## src/rtl/r_demux_m4.sv

```systemverilog
// r_demux_m4
// ----------
// R-channel return demultiplexer for a 4-master AXI3 interconnect. One slave
// port's read beats are accepted into a registered 2-entry FIFO and routed
// to the master named by rid_s[5:4] (00=m1, 01=m2, 10=m3, 11=m4). The routing
// prefix is stripped so each master sees its original 4-bit ID.
//
// Handshake semantics (both sides): a beat transfers on a rising edge of
// aclk where valid & ready are both 1. A source holds its beat stable while
// valid is high and ready is low; ready never depends combinationally on
// valid of the same side.
//
// Ports:
//   aclk, areset            clock, synchronous active-low reset
//   rdata_s/rid_s/rresp_s/rlast_s/rvalid_s   slave R beat in
//   rready_s                registered accept to the slave
//   rdata_mN/rid_mN/rresp_mN/rlast_mN/rvalid_mN  beat out to master N
//   rready_mN               master N accepts beat (only the selected one counts)
module r_demux_m4 #(
    parameter int DW = 32
) (
    input  logic          aclk,
    input  logic          areset,
    input  logic [DW-1:0] rdata_s,
    input  logic [5:0]    rid_s,
    input  logic [1:0]    rresp_s,
    input  logic          rlast_s,
    input  logic          rvalid_s,
    output logic          rready_s,
    output logic [DW-1:0] rdata_m1,
    output logic [3:0]    rid_m1,
    output logic [1:0]    rresp_m1,
    output logic          rlast_m1,
    output logic          rvalid_m1,
    input  logic          rready_m1,
    output logic [DW-1:0] rdata_m2,
    output logic [3:0]    rid_m2,
    output logic [1:0]    rresp_m2,
    output logic          rlast_m2,
    output logic          rvalid_m2,
    input  logic          rready_m2,
    output logic [DW-1:0] rdata_m3,
    output logic [3:0]    rid_m3,
    output logic [1:0]    rresp_m3,
    output logic          rlast_m3,
    output logic          rvalid_m3,
    input  logic          rready_m3,
    output logic [DW-1:0] rdata_m4,
    output logic [3:0]    rid_m4,
    output logic [1:0]    rresp_m4,
    output logic          rlast_m4,
    output logic          rvalid_m4,
    input  logic          rready_m4
);

    typedef struct packed {
        logic [DW-1:0] data;
        logic [5:0]    id;
        logic [1:0]    resp;
        logic          last;
    } beat_t;

    beat_t      mem_q [2];
    logic       wr_ptr_q;
    logic       rd_ptr_q;
    logic [1:0] count_q;
    logic [1:0] count_d;
    logic       rready_s_q;
    logic       rready_s_d;

    beat_t      head;
    logic       not_empty;
    logic [1:0] sel;
    logic [3:0] rready_m;
    logic       push;
    logic       pop;

    logic [3:0]    rvalid_m;
    logic [DW-1:0] rdata_m [4];
    logic [3:0]    rid_m   [4];
    logic [1:0]    rresp_m [4];
    logic [3:0]    rlast_m;

    assign head      = mem_q[rd_ptr_q];
    assign not_empty = (count_q != 2'd0);
    assign sel       = head.id[5:4];
    assign rready_m  = {rready_m4, rready_m3, rready_m2, rready_m1};

    // Push uses the registered ready, so slave inputs never reach a master
    // output or rready_s in the same cycle.
    assign push = rvalid_s & rready_s_q;
    // Only the selected master's ready can pop the head.
    assign pop  = not_empty & rready_m[sel];

    always_comb begin
        count_d    = count_q + {1'b0, push} - {1'b0, pop};
        rready_s_d = (count_d < 2'd2);
    end

    // Route the head to the selected master; everything else reads as zero.
    always_comb begin
        rvalid_m = '0;
        rlast_m  = '0;
        for (int i = 0; i < 4; i++) begin
            rdata_m[i] = '0;
            rid_m[i]   = '0;
            rresp_m[i] = '0;
            if (not_empty && (sel == 2'(i))) begin
                rvalid_m[i] = 1'b1;
                rdata_m[i]  = head.data;
                rid_m[i]    = head.id[3:0];
                rresp_m[i]  = head.resp;
                rlast_m[i]  = head.last;
            end
        end
    end

    always_ff @(posedge aclk) begin
        if (!areset) begin
            wr_ptr_q   <= 1'b0;
            rd_ptr_q   <= 1'b0;
            count_q    <= 2'd0;
            rready_s_q <= 1'b0;
        end else begin
            if (push) begin
                wr_ptr_q <= ~wr_ptr_q;
            end
            if (pop) begin
                rd_ptr_q <= ~rd_ptr_q;
            end
            count_q    <= count_d;
            rready_s_q <= rready_s_d;
        end
    end

    // Storage needs no reset: it is only observed while count_q != 0.
    always_ff @(posedge aclk) begin
        if (areset && push) begin
            mem_q[wr_ptr_q] <= '{data: rdata_s, id: rid_s, resp: rresp_s, last: rlast_s};
        end
    end

    assign rready_s = rready_s_q;

    assign rdata_m1  = rdata_m[0];
    assign rid_m1    = rid_m[0];
    assign rresp_m1  = rresp_m[0];
    assign rlast_m1  = rlast_m[0];
    assign rvalid_m1 = rvalid_m[0];

    assign rdata_m2  = rdata_m[1];
    assign rid_m2    = rid_m[1];
    assign rresp_m2  = rresp_m[1];
    assign rlast_m2  = rlast_m[1];
    assign rvalid_m2 = rvalid_m[1];

    assign rdata_m3  = rdata_m[2];
    assign rid_m3    = rid_m[2];
    assign rresp_m3  = rresp_m[2];
    assign rlast_m3  = rlast_m[2];
    assign rvalid_m3 = rvalid_m[2];

    assign rdata_m4  = rdata_m[3];
    assign rid_m4    = rid_m[3];
    assign rresp_m4  = rresp_m[3];
    assign rlast_m4  = rlast_m[3];
    assign rvalid_m4 = rvalid_m[3];

endmodule

```

## config.mk

```make
export PLATFORM = sky130hd
export DESIGN_NAME = r_demux_m4
export DESIGN_NICKNAME = d
export VERILOG_FILES = /design/src/rtl/r_demux_m4.sv
export SDC_FILE = /design/constraint.sdc
export NUM_CORES = 1
export LEC_CHECK = 0
export ABC_AREA = 1
export CAP_MARGIN = 25
export CORE_MARGIN = 1.5
export CORE_UTILIZATION = 40
export CTS_CLUSTER_DIAMETER = 150
export DETAILED_ROUTE_END_ITERATION = 8
export DONT_BUFFER_PORTS = 1
export PLACE_DENSITY_LB_ADDON = 0.15
export SLEW_MARGIN = 30
export SYNTH_ARGS = -nofsm -noshare
export SYNTH_HDL_FRONTEND = slang
export SYNTH_SLANG_ARGS = --single-unit
```

## constraint.sdc

```tcl
create_clock -name aclk -period 9.35 [get_ports aclk]
set_clock_uncertainty 0.2 [all_clocks]
set_input_delay 1.87 -clock aclk [delete_from_list [all_inputs] [get_ports aclk]]
set_output_delay 1.87 -clock aclk [all_outputs]
set_load 0.005 [all_outputs]
```

==> flow_summary.yaml, run 1 <==
status:
  run_status: "completed"
synthesis:
  synth_top_cell_by_area: "edfxtp_1"
  yosysWarningCount: 0
  syn_avg_cell_area_um2: 11.2
  synth_area_leaders: "edfxtp_1 61%, nor2_1 14%, mux2i_1 9.7%"
  synth_seq_cells: 88
  synth_nets: 410
  synth_common_cells: "151 x nor2_1, 82 x edfxtp_1, 39 x mux2i_1, 13 x nand2_1, 11 x nor2_2"
  synthCells: 360
  synth_most_common_cell: "nor2_1"
  synth_ff_type: "edfxtp_1"
  synth_edf_count: 82
  synth_top_area_share_pct: 61.0
  synth_cell_types: 21
  syn_area_um2: 4040
  synth-seq-area-share_pct: 63.9
  synth-async-reset-ratio_pct: 0
sta:
  finalMaxSlewViolations: 0
  slew_headroom_pct: 44.0
  setup_viol: 0
  fmax_mhz: 233
  min_period_ns: 4.30
  rsz0062_at_grt: "false"
  hold_viol_final: 0
  fin_crit_sh_pct: 46.0
  tns_ns: 0
  worst_pin_slew_ns: 0.839
critical_path:
  path_delay_family: "buffers and inverters"
  cp_slowest_cell: "inv_2"
  crit_top_cell: "inv_2"
  crit_arrival_ns: 2.23
  max_stage_delay_ns: 0.63
  worstSetupPathType: "reg -> out"
  path_buf_inv: 3
  critPathLaunchType: "flip-flop"
  path_cells: "inv_2 -> nand2_2 -> nand2_4 -> inv_2 -> nor3_4 -> inv_2 -> nor2_1"
  end_kind: "output port"
  cp.required_ns: 7.28
  path_max_fanout: 39
routing:
  wirelength_um: 8840
  vias_per_cell: 5.15
  ant_nets: 0
  drt-pass1-iter-count: 4
  drt_iter0_drc: 89
  dr_total_vias: 2534
  drcViolationCount: 0
  wl_per_cell_um: 18.0
layout:
  utilization_pct: 44.5
  antenna_cells: 0
  nets: 404
  drive_gt1_share_pct: 13.1
  nFillCells: 897
  postLayoutCellArea_um2: 4350
  area_delta_synth_final_pct: 7.65
global_route:
  grt.total_usage_pct: 16.2
  gr-total-overflow: 0
  grt_pass1_wl_um: 12300
  grt_pass1_vias: 2245
  grt_max_degree: 40
  antenna_found_initial: 0
floorplanning:
  dieArea_um2: 10700
  die_w_um: 103
  coreArea_um2: 9770
  initial_core_util_pct: 41.3
  die-height_um: 103
  ios: 209
  fp-row-count: 36
pwr:
  ir_worst_vdd_v: 0.0000972
  power_mw: 1.11
  p_sw_share_pct: 34.4
  combPwrFrac_pct: 28.7
  power.leakage_nw: 1.54
  power-per-cell-area_nw_per_um2: 254
  p_sw_mw: 0.381
  p_int_mw: 0.725
  seq_power_share_pct: 43.6
  power_frac_clock_pct: 27.7
clocking:
  clkTransAtPathRegs_ns: 0.09
  cts_max_path_buffers: 2
  cts-root-buf: "clkbuf_8"
  hold_buffers: 0
  cts_buffers: 9
  cts-resized-gates: 0
  htreeDepth: 3
  cts_tree: "built"
  cts_setup_buffers: 0
  cts_sinks: 88
  insertion_delay_ns: 0.34
placement:
  numPortBuffers: 0
  place_hpwl_um: 5870
  place.gp.congestion: 0.742
  placed_area_um2: 4110
worst_hold_path:
  hold_class: "reg -> reg"
run:
  drv_cap: 0
==> layout make-up <==
class | count | area, um2 | share of cell area (%)
clock inverters | 5 | 106 | 2.45
inverters | 15 | 56.3 | 1.29
well taps | 133 | 166 | 3.83
multi-input cells | 236 | 1270 | 29.3
clock buffers | 11 | 131 | 3.02
flip-flops and latches | 88 | 2580 | 59.4
repair buffers | 4 | 30.0 | 0.691
==> metal layers <==
metal  GRT usage, %  share of wire (%)  vias up
li1               -                  -     1179
met1           16.9                 38     1188
met2           30.1                 52      157
met3           5.11                8.2       10
met4           6.55                1.4        0
met5              0                  0        -
==> path summary, 6_finish.rpt <==
path,from,end,slack [ns],depth (start not counted)
setup / recovery,flip-flop,rid_m3[2],5.05,7
hold / removal,wr_ptr_q$_SDFFE_PN0P_,wr_ptr_q$_SDFFE_PN0P_,0.28,2
setup reg to reg,flip-flop,count_q[1]$_SDFF_PN0_,7.05,11
hold reg to reg,wr_ptr_q$_SDFFE_PN0P_,wr_ptr_q$_SDFFE_PN0P_,0.28,2
==> state kept, by name, summed over array words and instances (netlist names), named ones only <==
name	cells
mem_q	82
count_q	2
rd_ptr_q	1
rready_s	1
wr_ptr_q	1
==> tightest hold or removal path: stages, from the launching register on <==
cell and delay (ns):
dfxtp_1 0.32, nand2_1 0.06, a21oi_1 0.06
==> stage by stage <==
| stage | hold slack [ns] | cells | setup slack [ns] |
|---|---|---|---|
| finish | 0.276 | 492 | 5.05 |
| global route | 0.298 | 492 | 4.83 |
| CTS | 0.273 | 492 | 4.97 |
| detailed placement | 0.260 | 476 | 5.36 |
| global placement | 0.252 | 476 | 5.40 |
| floorplan | 0.244 | 360 | 3.88 |
==> cells in the final DEF, fill, tap and decap left out <==
master and n:
mux2i_1 39, nand2_4 2, nor2_2 11, nand2_1 13
inv_1 8, ha_1 2, a21oi_1 3, buf_4 4
nor3_4 3, bufinv_16 3, xnor2_1 2, dfxtp_1 5
clkinv_4 1, dfxtp_2 1, nor2_4 1, edfxtp_1 82
nand2_2 2, nor2_1 150, clkinvlp_4 1, nand3_1 6
nor3_2 2, clkbuf_1 2, clkbuf_8 9, inv_2 7
==> power by group through the flow <==
stage | clock network, mW | registers, mW | logic (mW)
floorplan | 0 | 0.482 | 0.281
global placement | 0 | 0.492 | 0.318
detailed placement | 0 | 0.493 | 0.323
CTS | 0.316 | 0.484 | 0.324
global route | 0.333 | 0.487 | 0.367
finish | 0.306 | 0.482 | 0.317
==> logic make-up after synthesis <==
| group | after synthesis | synth area share (%) |
|---|---|---|
| flops | 88 | 63.9 |
| xor+xnor | 2 | 0.434 |
| compound gates | 3 | 0.372 |
| mux | 39 | 9.67 |
| buf+inv | 36 | 4.83 |
| fa+ha+maj | 2 | 0.619 |
| simple gates | 190 | 20.1 |
Note: power is estimated with default switching activity, not from simulation.
==> inputs of run 2 (changes only) <==
Clock period 9.35 ns to 3.8 ns, I/O delays scaled along.
==> run 2 against run 1 <==
  * Design area shrank 0.43%
  * Non-clock buffer count is the same
  * Via count is 1.6% higher
  * Core utilization decreased by 0.19 points
  * First-iteration DRC count decreased by 1.1%
  * Combinational power rose to 2.5 times the previous value
  * Critical path depth is the same
  * Setup slack got worse by 4.3 ns
  * Critical endpoint is now rdata_m3[19]
  * Largest cell class unchanged
==> flow_summary.yaml, run 2 (synthesis gave the netlist of run 1 again) <==
clocking:
  clkTransAtPathRegs_ns: 0.09
  cts_buffers: 9
  cts_max_path_buffers: 2
  cts-resized-gates: 0
  cts_setup_buffers: 0
  insertion_delay_ns: 0.35
  cts-root-buf: "clkbuf_8"
  hold_buffers: 0
  htreeDepth: 3
  cts_tree: "built"
  cts_sinks: 88
status:
  run_status: "completed"
sta:
  fin_crit_sh_pct: 80.4
  tns_ns: 0
  min_period_ns: 3.05
  rsz0062_at_grt: "false"
  hold_viol_final: 0
  setup_slack_ns: 0.746
  setup_viol: 0
  finalMaxSlewViolations: 0
  fmax_mhz: 327
  slew_headroom_pct: 42.9
  worst_pin_slew_ns: 0.855
layout:
  largest_reg_flops: 82
  multi_input_area_um2: 1280
  final_common_cell: "nor2_1"
  antenna_cells: 0
  drive_gt1_share_pct: 12.8
  nets: 404
  utilization_pct: 44.3
  largestRegisters: "mem_q (82), count_q (2)"
  regArea_um2: 2580
  layout_common_cells: "150 x nor2_1, 82 x edfxtp_1, 39 x mux2i_1"
  nFillCells: 896
  area_delta_synth_final_pct: 7.19
  final-instance-count-excl-fill: 492
  regMostFlops: "mem_q"
pwr:
  ir_worst_vdd_v: 0.000223
  power-per-cell-area_nw_per_um2: 615
  power.leakage_nw: 1.54
worst_hold_path:
  hold_depth: 2
  hold_class: "reg -> reg"
run:
  drv_cap: 0
critical_path:
  path_buf_inv: 3
  r2r_cells: 11
  crit_arrival_ns: 2.09
  cp_num_cells: 7
  critPathLaunchType: "flip-flop"
  path_max_fanout: 39
  max_stage_delay_ns: 0.64
  path_cells: "inv_2 -> nand2_2 -> nand2_4 -> inv_2 -> nor3_4 -> inv_2 -> nor2_1"
  cp_slowest_cell: "inv_2"
  path_delay_family: "buffers and inverters"
  cp.required_ns: 2.84
  crit_top_cell: "inv_2"
  worstSetupPathType: "reg -> out"
  end_kind: "output port"
placement:
  place_hpwl_um: 5640
  dp.cells: 476
  pre_cts_ws_ns: 1.10
  numPortBuffers: 0
  place.gp.congestion: 0.786
routing:
  drt_iter0_drc: 88
  wirelength_um: 8700
  vias_per_cell: 5.23
  drcViolationCount: 0
  drt-pass1-iter-count: 4
  ant_nets: 0
  wl_per_cell_um: 17.7
  dr_total_vias: 2574
floorplanning:
  die-height_um: 103
  fp-row-count: 36
  initial_core_util_pct: 41.3
  die_w_um: 103
  coreArea_um2: 9770
  ios: 209
  dieArea_um2: 10700
global_route:
  grt_pass1_vias: 2209
  antenna_found_initial: 0
  grt_pass1_wl_um: 12000
  grt_max_degree: 42
  grt.total_usage_pct: 15.7
  gr-total-overflow: 0
[run 2: cell type report]
type,instances,share of cell area [%]
flip-flops and latches,88,59.7
multi-input cells,236,29.6
well taps,133,3.84
clock buffers,11,3.03
clock inverters,5,1.88
inverters,15,1.30
repair buffers,4,0.694
[run 2: report_power, final]
group / internal [mW] / switching [mW] / leakage [nW]
combinational: 0.207 / 0.587 / 0.637
sequential: 1.14 / 0.0397 / 0.793
clock: 0.371 / 0.315 / 0.105
total: 1.72 / 0.941 / 1.54
[run 2: per-stage QoR]
step	power (mW)	area, um2	hold slack [ns]
after floorplan	1.88	4040	0.245
after global placement	1.99	4120	0.253
after detailed placement	2.01	4120	0.260
after CTS	2.70	4330	0.273
after global routing	2.85	4330	0.270
final	2.66	4330	0.273
[run 2: worst paths after layout]
| path | start | to | slack (ns) |
|---|---|---|---|
| worst max-delay path | flip-flop | rdata_m3[19] | 0.75 |
| worst min-delay path | wr_ptr_q$_SDFFE_PN0P_ | wr_ptr_q$_SDFFE_PN0P_ | 0.27 |
| worst max register to register | flip-flop | count_q[1]$_SDFF_PN0_ | 1.61 |
| worst min register to register | wr_ptr_q$_SDFFE_PN0P_ | wr_ptr_q$_SDFFE_PN0P_ | 0.27 |
[run 2: layer usage]
| layer | vias to the layer above | wire (um) | global-route usage [%] |
|---|---|---|---|
| li1 | 1178 | - | - |
| met1 | 1226 | 3520 | 18.0 |
| met2 | 163 | 4410 | 27.1 |
| met3 | 7 | 663 | 4.50 |
| met4 | 0 | 104 | 7.48 |
| met5 | - | 0 | 0 |
[run 2: worst reg2reg max path, cell delays in order (launching register included)]
cell and delay [ns]:
dfxtp_2 0.52, nand2_1 0.19, nand3_1 0.12, nand2_1 0.06, nand2_1 0.08, a21oi_1 0.08, ha_1 0.29, inv_1 0.04
ha_1 0.18, xnor2_1 0.22, inv_1 0.06, nor2_1 0.09
